File: src/rtl/seven_seg_scan.sv
// Time-multiplexed common-anode seven-segment driver.
// Frame-stable shadow of digit data, with leading-zero and blink blanking.
module seven_seg_scan #(
  parameter int NUM_DIGITS   = 4,
  parameter int REFRESH_DIV  = 100000,
  parameter int BLINK_FRAMES = 64,
  parameter bit HEX          = 1'b0
) (
  input  logic                    clk,
  input  logic                    rst,
  input  logic                    en,
  input  logic [4*NUM_DIGITS-1:0] digits,
  input  logic [NUM_DIGITS-1:0]   dp_mask,
  input  logic [NUM_DIGITS-1:0]   blink_mask,
  input  logic                    blank_lz,
  output logic [7:0]              seven_seg,
  output logic [NUM_DIGITS-1:0]   anode,
  output logic                    frame_tick
);

  localparam int PW = (REFRESH_DIV > 1) ? $clog2(REFRESH_DIV) : 1;
  localparam int IW = (NUM_DIGITS > 1) ? $clog2(NUM_DIGITS) : 1;
  localparam int BW = (BLINK_FRAMES > 1) ? $clog2(BLINK_FRAMES) : 1;

  localparam logic [PW-1:0] P_TC = PW'(REFRESH_DIV - 1);
  localparam logic [IW-1:0] I_LAST = IW'(NUM_DIGITS - 1);
  localparam logic [BW-1:0] B_TC = BW'(BLINK_FRAMES - 1);

  logic [PW-1:0]             r_presc;
  logic [IW-1:0]             r_idx;
  logic [BW-1:0]             r_bcnt;
  logic                      r_phase;
  logic                      r_pend;
  logic [4*NUM_DIGITS-1:0]   r_sh_dig;
  logic [NUM_DIGITS-1:0]     r_sh_dp;
  logic [NUM_DIGITS-1:0]     r_sh_bm;
  logic                      r_sh_lz;

  logic [4*NUM_DIGITS-1:0]   w_dig_all;
  logic [NUM_DIGITS-1:0]     w_dp_all;
  logic [NUM_DIGITS-1:0]     w_bm_all;
  logic                      w_lz_en;
  logic [3:0]                w_dig;
  logic                      w_dp;
  logic                      w_bm;
  logic                      w_zrun;
  logic                      w_lzb;
  logic [NUM_DIGITS-1:0]     w_an;
  logic [7:0]                w_dec;
  logic [7:0]                w_seg;
  logic                      w_tc;
  logic                      w_wrap;

  function automatic logic [7:0] dec7(input logic [3:0] v);
    logic [7:0] s;
    case (v)
      4'h0: s = 8'hC0;
      4'h1: s = 8'hF9;
      4'h2: s = 8'hA4;
      4'h3: s = 8'hB0;
      4'h4: s = 8'h99;
      4'h5: s = 8'h92;
      4'h6: s = 8'h82;
      4'h7: s = 8'hF8;
      4'h8: s = 8'h80;
      4'h9: s = 8'h90;
      4'hA: s = HEX ? 8'h88 : 8'hFF;
      4'hB: s = HEX ? 8'h83 : 8'hFF;
      4'hC: s = HEX ? 8'hC6 : 8'hFF;
      4'hD: s = HEX ? 8'hA1 : 8'hFF;
      4'hE: s = HEX ? 8'h86 : 8'hFF;
      default: s = HEX ? 8'h8E : 8'hFF;
    endcase
    return s;
  endfunction

  // A pending post-reset load displays the incoming data straight away.
  assign w_dig_all = r_pend ? digits     : r_sh_dig;
  assign w_dp_all  = r_pend ? dp_mask    : r_sh_dp;
  assign w_bm_all  = r_pend ? blink_mask : r_sh_bm;
  assign w_lz_en   = r_pend ? blank_lz   : r_sh_lz;

  assign w_tc   = (r_presc == P_TC);
  assign w_wrap = w_tc && (r_idx == I_LAST);

  always_comb begin
    w_dig  = 4'd0;
    w_dp   = 1'b0;
    w_bm   = 1'b0;
    w_zrun = 1'b1;
    w_lzb  = 1'b0;
    w_an   = '1;
    for (int i = NUM_DIGITS - 1; i >= 0; i--) begin
      w_zrun = w_zrun & (w_dig_all[4*i +: 4] == 4'd0);
      if (r_idx == IW'(i)) begin
        w_dig   = w_dig_all[4*i +: 4];
        w_dp    = w_dp_all[i];
        w_bm    = w_bm_all[i];
        w_an[i] = 1'b0;
        w_lzb   = (i > 0) && w_zrun;
      end
    end
    w_dec = dec7(w_dig);
    w_seg = {w_dec[7] & ~w_dp, w_dec[6:0]};
    if ((w_lz_en && w_lzb) || (r_phase && w_bm))
      w_seg = 8'hFF;
  end

  always_ff @(posedge clk) begin
    if (rst) begin
      r_presc    <= '0;
      r_idx      <= '0;
      r_bcnt     <= '0;
      r_phase    <= 1'b0;
      r_pend     <= 1'b1;
      r_sh_dig   <= '0;
      r_sh_dp    <= '0;
      r_sh_bm    <= '0;
      r_sh_lz    <= 1'b0;
      anode      <= '1;
      seven_seg  <= 8'hFF;
      frame_tick <= 1'b0;
    end else if (!en) begin
      anode      <= '1;
      seven_seg  <= 8'hFF;
      frame_tick <= 1'b0;
    end else begin
      anode      <= w_an;
      seven_seg  <= w_seg;
      frame_tick <= w_wrap;
      if (w_tc) begin
        r_presc <= '0;
        r_idx   <= (r_idx == I_LAST) ? '0 : r_idx + 1'b1;
      end else begin
        r_presc <= r_presc + 1'b1;
      end
      if (w_wrap) begin
        if (r_bcnt == B_TC) begin
          r_bcnt  <= '0;
          r_phase <= ~r_phase;
        end else begin
          r_bcnt <= r_bcnt + 1'b1;
        end
      end
      if (w_wrap || r_pend) begin
        r_sh_dig <= digits;
        r_sh_dp  <= dp_mask;
        r_sh_bm  <= blink_mask;
        r_sh_lz  <= blank_lz;
        r_pend   <= 1'b0;
      end
    end
  end

endmodule

File: config.mk
export PLATFORM = sky130hd
export DESIGN_NAME = seven_seg_scan
export DESIGN_NICKNAME = d
export VERILOG_FILES = /design/src/rtl/seven_seg_scan.sv
export SDC_FILE = /design/constraint.sdc
export NUM_CORES = 1
export LEC_CHECK = 0
export CAP_MARGIN = 30
export CORE_UTILIZATION = 56
export DETAILED_ROUTE_END_ITERATION = 8
export PLACE_DENSITY_LB_ADDON = 0.05
export SYNTH_ARGS = -nofsm -noshare
export SYNTH_HDL_FRONTEND = slang
export SYNTH_SLANG_ARGS = --single-unit
File: constraint.sdc
create_clock -name clk -period 2.6 [get_ports clk]
set_input_delay 0.26 -clock clk [delete_from_list [all_inputs] [get_ports clk]]
set_output_delay 0.26 -clock clk [all_outputs]
set_load 0.1 [all_outputs]
==> results.toml, run 1 <==
[timing]
finalHoldViolations = 0
final.min_clock_period_ns = 2.38
slew_viol_final = 0
fin_setup_tns_ns = 0
fmax_mhz = 420
post-route-period-util = 0.915
worst_slew_pin_slew_ns = 0.621
setup_violations = 0
rsz0062_at_grt = "false"
finalClockSkew_ns = 0.00748
relSlewSlack = 0.586

[setup_path]
crit_type = "register to register"
r2r-start = "r_idx[0]$_SDFFE_PP0P_"
worst-path-max-fanout = 7
critPathArrivalTime_ns = 2.64
reg2reg_slack_ns = 0.22
cp_slowest_cell = "dfxtp_1"
worstRegToRegCells = 9
r2r_end = "seven_seg[3]$_SDFF_PP1_"
end_kind = "register"
path_buf_inv = 2
startpoint_type = "register"
cpLargestDelayFamily = "compound AO/OA/AOI/OAI gates"
crit_cells = 9
critPathMaxStageDelay_ns = 0.39
crit_required_ns = 2.87
path_cells = "inv_1, ha_1, nand2b_1, o221ai_1, a22o_1, inv_1, ha_1, nor3b_1, o31ai_1"

[min_path]
hold_end = "r_sh_dig[14]$_SDFFE_PP0P_"
hold_start = "r_sh_dig[14]$_SDFFE_PP0P_"
hold_path_class = "register to register"
whs_path_depth = 2

[global_route]
grt.total_usage = 0.244
grt_pass1_vias = 2636
grt_max_degree = 42
grt-ovfl-total = 0
grt_pass1_wl_microns = 11700
antenna_found_initial = 0

[place]
gp_congestion = 0.791
port_buffers = 40
dp.final_hpwl_microns = 4940
dpl.cell_count = 455

[routing]
viasPerCell = 5.49
num_vias = 2578
drt-initial-drc-count = 100
drt_pass1_iterations = 4
routed_wl_microns = 7020
wl_per_cell_microns = 14.9
antenna_left = 0
drc = 0

[clock_network]
cts-root-buf = "clkbuf_8"
numCtsBuffers = 9
insertion_delay_ns = 0.35
postCtsSetupRepairBufs = 0
cts-resized-gates = 0
cts.sinks = 65
cts_tree = "built"
clk_pin_slew_ns = 0.07
cts-htree-levels = 3
clockBufferDepth = 2
postCtsHoldBufs = 0

[synthesis]
synth_top_area_cell = "dfxtp_1"
synth_seq_cells = 65
avgSynthCellArea_sq_um = 9.56
ys_top_cells_by_count = "dfxtp_1, nor2_1, mux2i_1"
ys_seq_area_frac = 0.384
yosys_warnings = 0
postSynthCellCount = 354
synthFlopType = "dfxtp_1"
netlist-cell-type-count = 63
netlist_area_sq_um = 3380
synth_edf_count = 0
synth.top_cells.by_area = "dfxtp_1, mux2i_1, nor2_1"
synth_top_area_share = 0.384
synth_nets = 393
post-synth-top-count-cell = "dfxtp_1"
async_reset_ff_frac = 0

[die]
ioPinCount = 41
die-width_microns = 79.7
dieArea_sq_um = 6360
num_rows = 27
design.core.area_sq_um = 5680
die_y_microns = 79.7
initial_core_util = 0.596

[final_layout]
syn2layout_area_growth_pct = 16.5
layout.nets = 433
drive_above_1_share = 0.133
fin_cells = 470
n_antenna_cell = 0

[power]
powerDensity_nw_per_um2 = 543
leakage_uw = 0.00167
irDropWorstVdd_v = 0.000370

[job]
cap_viol_max_count = 0

[run_status]
status = "finished, final reports clean"
==> cell usage in the layout, fill, tap and decap left out, drive strengths merged, types with 2 or more instances in the layout <==
| cell type | n |
|---|---|
| a2111oi | 2 |
| a211o | 2 |
| a21oi | 10 |
| a22oi | 2 |
| a311oi | 2 |
| and2 | 3 |
| and3 | 4 |
| and4 | 2 |
| buf | 18 |
| clkbuf | 12 |
| clkdlybuf4s50 | 27 |
| clkinv | 2 |
| dfxtp | 65 |
| ha | 11 |
| inv | 18 |
| mux2 | 7 |
| mux2i | 44 |
| nand2 | 15 |
| nand2b | 2 |
| nand3 | 6 |
| nand4 | 8 |
| nor2 | 61 |
| nor2b | 2 |
| nor3 | 11 |
| nor3b | 4 |
| nor4 | 8 |
| o21ai | 4 |
| o221ai | 2 |
| o22ai | 3 |
| o31ai | 5 |
| xnor2 | 10 |
| xor2 | 8 |
==> worst max path at each step <==
stage,endpoint,from,slack (ns)
2_1_floorplan,seven_seg[3]$_SDFF_PP1_,r_idx[0]$_SDFFE_PP0P_,0.52
3_3_place_gp,seven_seg[3]$_SDFF_PP1_,r_idx[0]$_SDFFE_PP0P_,0.34
3_5_place_dp,seven_seg[3]$_SDFF_PP1_,r_idx[0]$_SDFFE_PP0P_,0.25
4_1_cts,seven_seg[3]$_SDFF_PP1_,r_idx[0]$_SDFFE_PP0P_,0.23
5_1_grt,seven_seg[3]$_SDFF_PP1_,r_idx[0]$_SDFFE_PP0P_,0.06
6_report,seven_seg[3]$_SDFF_PP1_,r_idx[0]$_SDFFE_PP0P_,0.22
==> routing by layer <==
metal	part of all wire	vias up	global-route usage
li1	-	1328	-
met1	0.46	1181	0.284
met2	0.47	57	0.418
met3	0.049	12	0.0606
met4	0.020	0	0.114
met5	0	-	0
==> cell families after synthesis <==
| family | count (synthesis) | synth area share |
|---|---|---|
| buffers and inverters | 34 | 0.0569 |
| adder cells (fa/ha/maj) | 11 | 0.0407 |
| XOR/XNOR | 18 | 0.0466 |
| AND/OR/NAND/NOR | 135 | 0.210 |
| multiplexers | 52 | 0.161 |
| AO/OA/AOI/OAI | 39 | 0.100 |
| flip-flops | 65 | 0.384 |
==> power breakdown <==
group | switching, uW | internal [uW]
clock network | 376 | 364
registers | 20.1 | 1030
logic | 206 | 143
total | 602 | 1540
==> worst register-to-register path, cell delays in order, from the launching register on <==
cell	delay, ns
dfxtp_1	0.39
inv_1	0.10
ha_1	0.29
nand2b_1	0.25
o221ai_1	0.23
a22o_1	0.25
inv_1	0.11
ha_1	0.30
nor3b_1	0.15
o31ai_1	0.23
==> through the flow <==
step / hold WS (ns) / worst slack [ns] / util / cell area [sq um] / power (uW)
final: 0.501 / 0.221 / 0.695 / 3940 / 2140
after global routing: 0.531 / 0.0623 / 0.695 / 3940 / 2230
after CTS: 0.500 / 0.232 / 0.695 / 3940 / 2150
after detailed placement: 0.484 / 0.249 / 0.666 / 3780 / 1420
after global placement: 0.473 / 0.337 / 0.666 / 3780 / 1420
after floorplan: 0.382 / 0.522 / - / 3380 / 1320
==> layout make-up <==
class / instances / area, sq um
clock buffer: 12 / 145
clock inverter: 3 / 17.5
fill: 461 / 1730
inverter: 18 / 67.6
multi-input combinational: 255 / 1890
sequential: 65 / 1300
tap: 72 / 90.1
timing repair buffer: 45 / 430
==> registers in the layout, indices dropped and copies added, names as in the netlist, 2 cells and up <==
signal and count:
r_presc 17, r_sh_dig 16, seven_seg 8, r_bcnt 6, anode 4, r_sh_bm 4
r_sh_dp 4, r_idx 2
No activity file was read; power rests on OpenSTA's default activity.
==> run 2, diff against run 1 <==
Settings changed: CAP_MARGIN 30 to default, PLACE_DENSITY from default to 0.82, PLACE_DENSITY_LB_ADDON 0.05 to default.
==> run 2 against run 1 <==
Against the previous run:
- sequential share of layout area shrank 0.13 points
- sequential cell count is the same
- combinational power about the same
- cell count rose by 0.43%
- cell area up 0.38%
- routed wire length shrank 1.1%
- critical endpoint unchanged
- largest cell class unchanged
==> results.toml, run 2 (synthesis results as in run 1) <==
[run_status]
status = "finished, final reports clean"

[routing]
antenna_left = 0
num_vias = 2663
wl_per_cell_microns = 14.7
drt_pass1_iterations = 4
routed_wl_microns = 6950
drc = 0
drt-initial-drc-count = 122
viasPerCell = 5.64

[final_layout]
final_common_cell = "dfxtp_1"
n_antenna_cell = 0
max_flop_register = "r_presc"
multi_input_area_sq_um = 1890
final_area_sq_um = 3960
fillers = 453
seq_area_sq_um = 1300
largest_reg_flops = 17
syn2layout_area_growth_pct = 16.9
top_regs = "r_presc (17), r_sh_dig (16), seven_seg (8)"
final_cell_mix = "dfxtp_1, nor2_1, mux2i_1, clkdlybuf4s50_1"
drive_above_1_share = 0.138
layout.nets = 435

[clock_network]
clk_pin_slew_ns = 0.07
insertion_delay_ns = 0.35
postCtsHoldBufs = 0
numCtsBuffers = 9
cts-resized-gates = 0
clockBufferDepth = 2
postCtsSetupRepairBufs = 0
cts-root-buf = "clkbuf_8"
cts_tree = "built"
cts-htree-levels = 3
cts.sinks = 65

[power]
leakage_uw = 0.00167
irDropWorstVdd_v = 0.000341
p_clk_frac = 0.344
powerDensity_nw_per_um2 = 540
p_switching_uw = 598
combPwrFrac = 0.164
netSwitchingFraction = 0.280
power_frac_seq = 0.492
p_int_uw = 1540

[setup_path]
critPathMaxStageDelay_ns = 0.38
worst-path-max-fanout = 7
end_kind = "register"
critPathArrivalTime_ns = 2.61
crit_required_ns = 2.86
startpoint_type = "register"
crit_type = "register to register"
path_cells = "inv_1, ha_1, nand2b_1, o221ai_1, a22o_1, inv_1, ha_1, nor3b_1, o31ai_1"
reg2reg_slack_ns = 0.25
cp_slowest_cell = "dfxtp_1"

[min_path]
hold_path_class = "register to register"

[place]
place_area_sq_um = 3790
gp_congestion = 0.872
port_buffers = 40
dp.final_hpwl_microns = 4950
pre_cts_ws_ns = 0.332

[global_route]
grt.total_usage = 0.237
grt_pass1_wl_microns = 11600
grt-ovfl-total = 0
grt_max_degree = 42
antenna_found_initial = 0
grt_pass1_vias = 2571

[die]
num_rows = 27
dieArea_sq_um = 6360
ioPinCount = 41
design.core.area_sq_um = 5680
die_y_microns = 79.7
die-width_microns = 79.7
initial_core_util = 0.596

[timing]
rsz0062_at_grt = "false"
hold_slack_ns = 0.499
finalClockSkew_ns = 0.00982
relSlewSlack = 0.696
worst_slew_pin_slew_ns = 0.453
post-route-period-util = 0.904
slew_viol_final = 0
final.min_clock_period_ns = 2.35
setup_violations = 0
finalHoldViolations = 0
fin_setup_tns_ns = 0
postLayoutSetupSlackWorst_ns = 0.250
fmax_mhz = 426

[job]
cap_viol_max_count = 0
-- run 2: power groups by stage --
stage	clock network (uW)	logic, uW	registers [uW]
CTS	747	351	1050
finish	736	350	1050
floorplan	0	186	1140
detailed placement	0	349	1070
global route	792	376	1060
global placement	0	343	1070
-- run 2: final cells by class --
type,instances,share of cell area
inverters,18,0.0171
well taps,72,0.0228
repair buffers,47,0.113
multi-input cells,255,0.478
clock inverters,3,0.00443
flip-flops and latches,65,0.329
clock buffers,12,0.0367
-- run 2: layer usage --
layer	part of all wire	global-route usage	wire [microns]	up-vias
li1	-	-	-	1333
met1	0.45	0.286	3150	1263
met2	0.49	0.404	3370	54
met3	0.043	0.0446	301	13
met4	0.017	0.113	118	0
met5	0	0	0	-
-- run 2: path summary, 6_finish.rpt --
check	cells past startpoint	end	start
setup / recovery	9	seven_seg[3]$_SDFF_PP1_	r_idx[0]$_SDFFE_PP0P_
setup reg to reg	9	seven_seg[3]$_SDFF_PP1_	r_idx[0]$_SDFFE_PP0P_
hold / removal	2	r_sh_lz$_SDFFE_PP0P_	r_sh_lz$_SDFFE_PP0P_
hold reg to reg	2	r_sh_lz$_SDFFE_PP0P_	r_sh_lz$_SDFFE_PP0P_
-- run 2: through the flow --
step                cells  utilization  total power, uW
CTS                   472        0.697             2150
finish                472        0.697             2140
floorplan             354            -             1320
global route          472        0.697             2220
detailed placement    457        0.669             1420
global placement      457        0.669             1420
-- run 2: critical path: cells and delay by family (launching register included) --
| kind | cells | cell delay [ns] |
|---|---|---|
| compound gates | 3 | 0.74 |
| flops | 1 | 0.38 |
| fa+ha+maj | 2 | 0.57 |
| simple gates | 2 | 0.38 |
| buf+inv | 2 | 0.19 |
==> run 3, diff against run 2 <==
Settings changed: ABC_CLOCK_PERIOD_IN_PS from default to 2600.
==> results of run 3 <==
No change in the layout: final DEF, timing and power equal those of run 2.
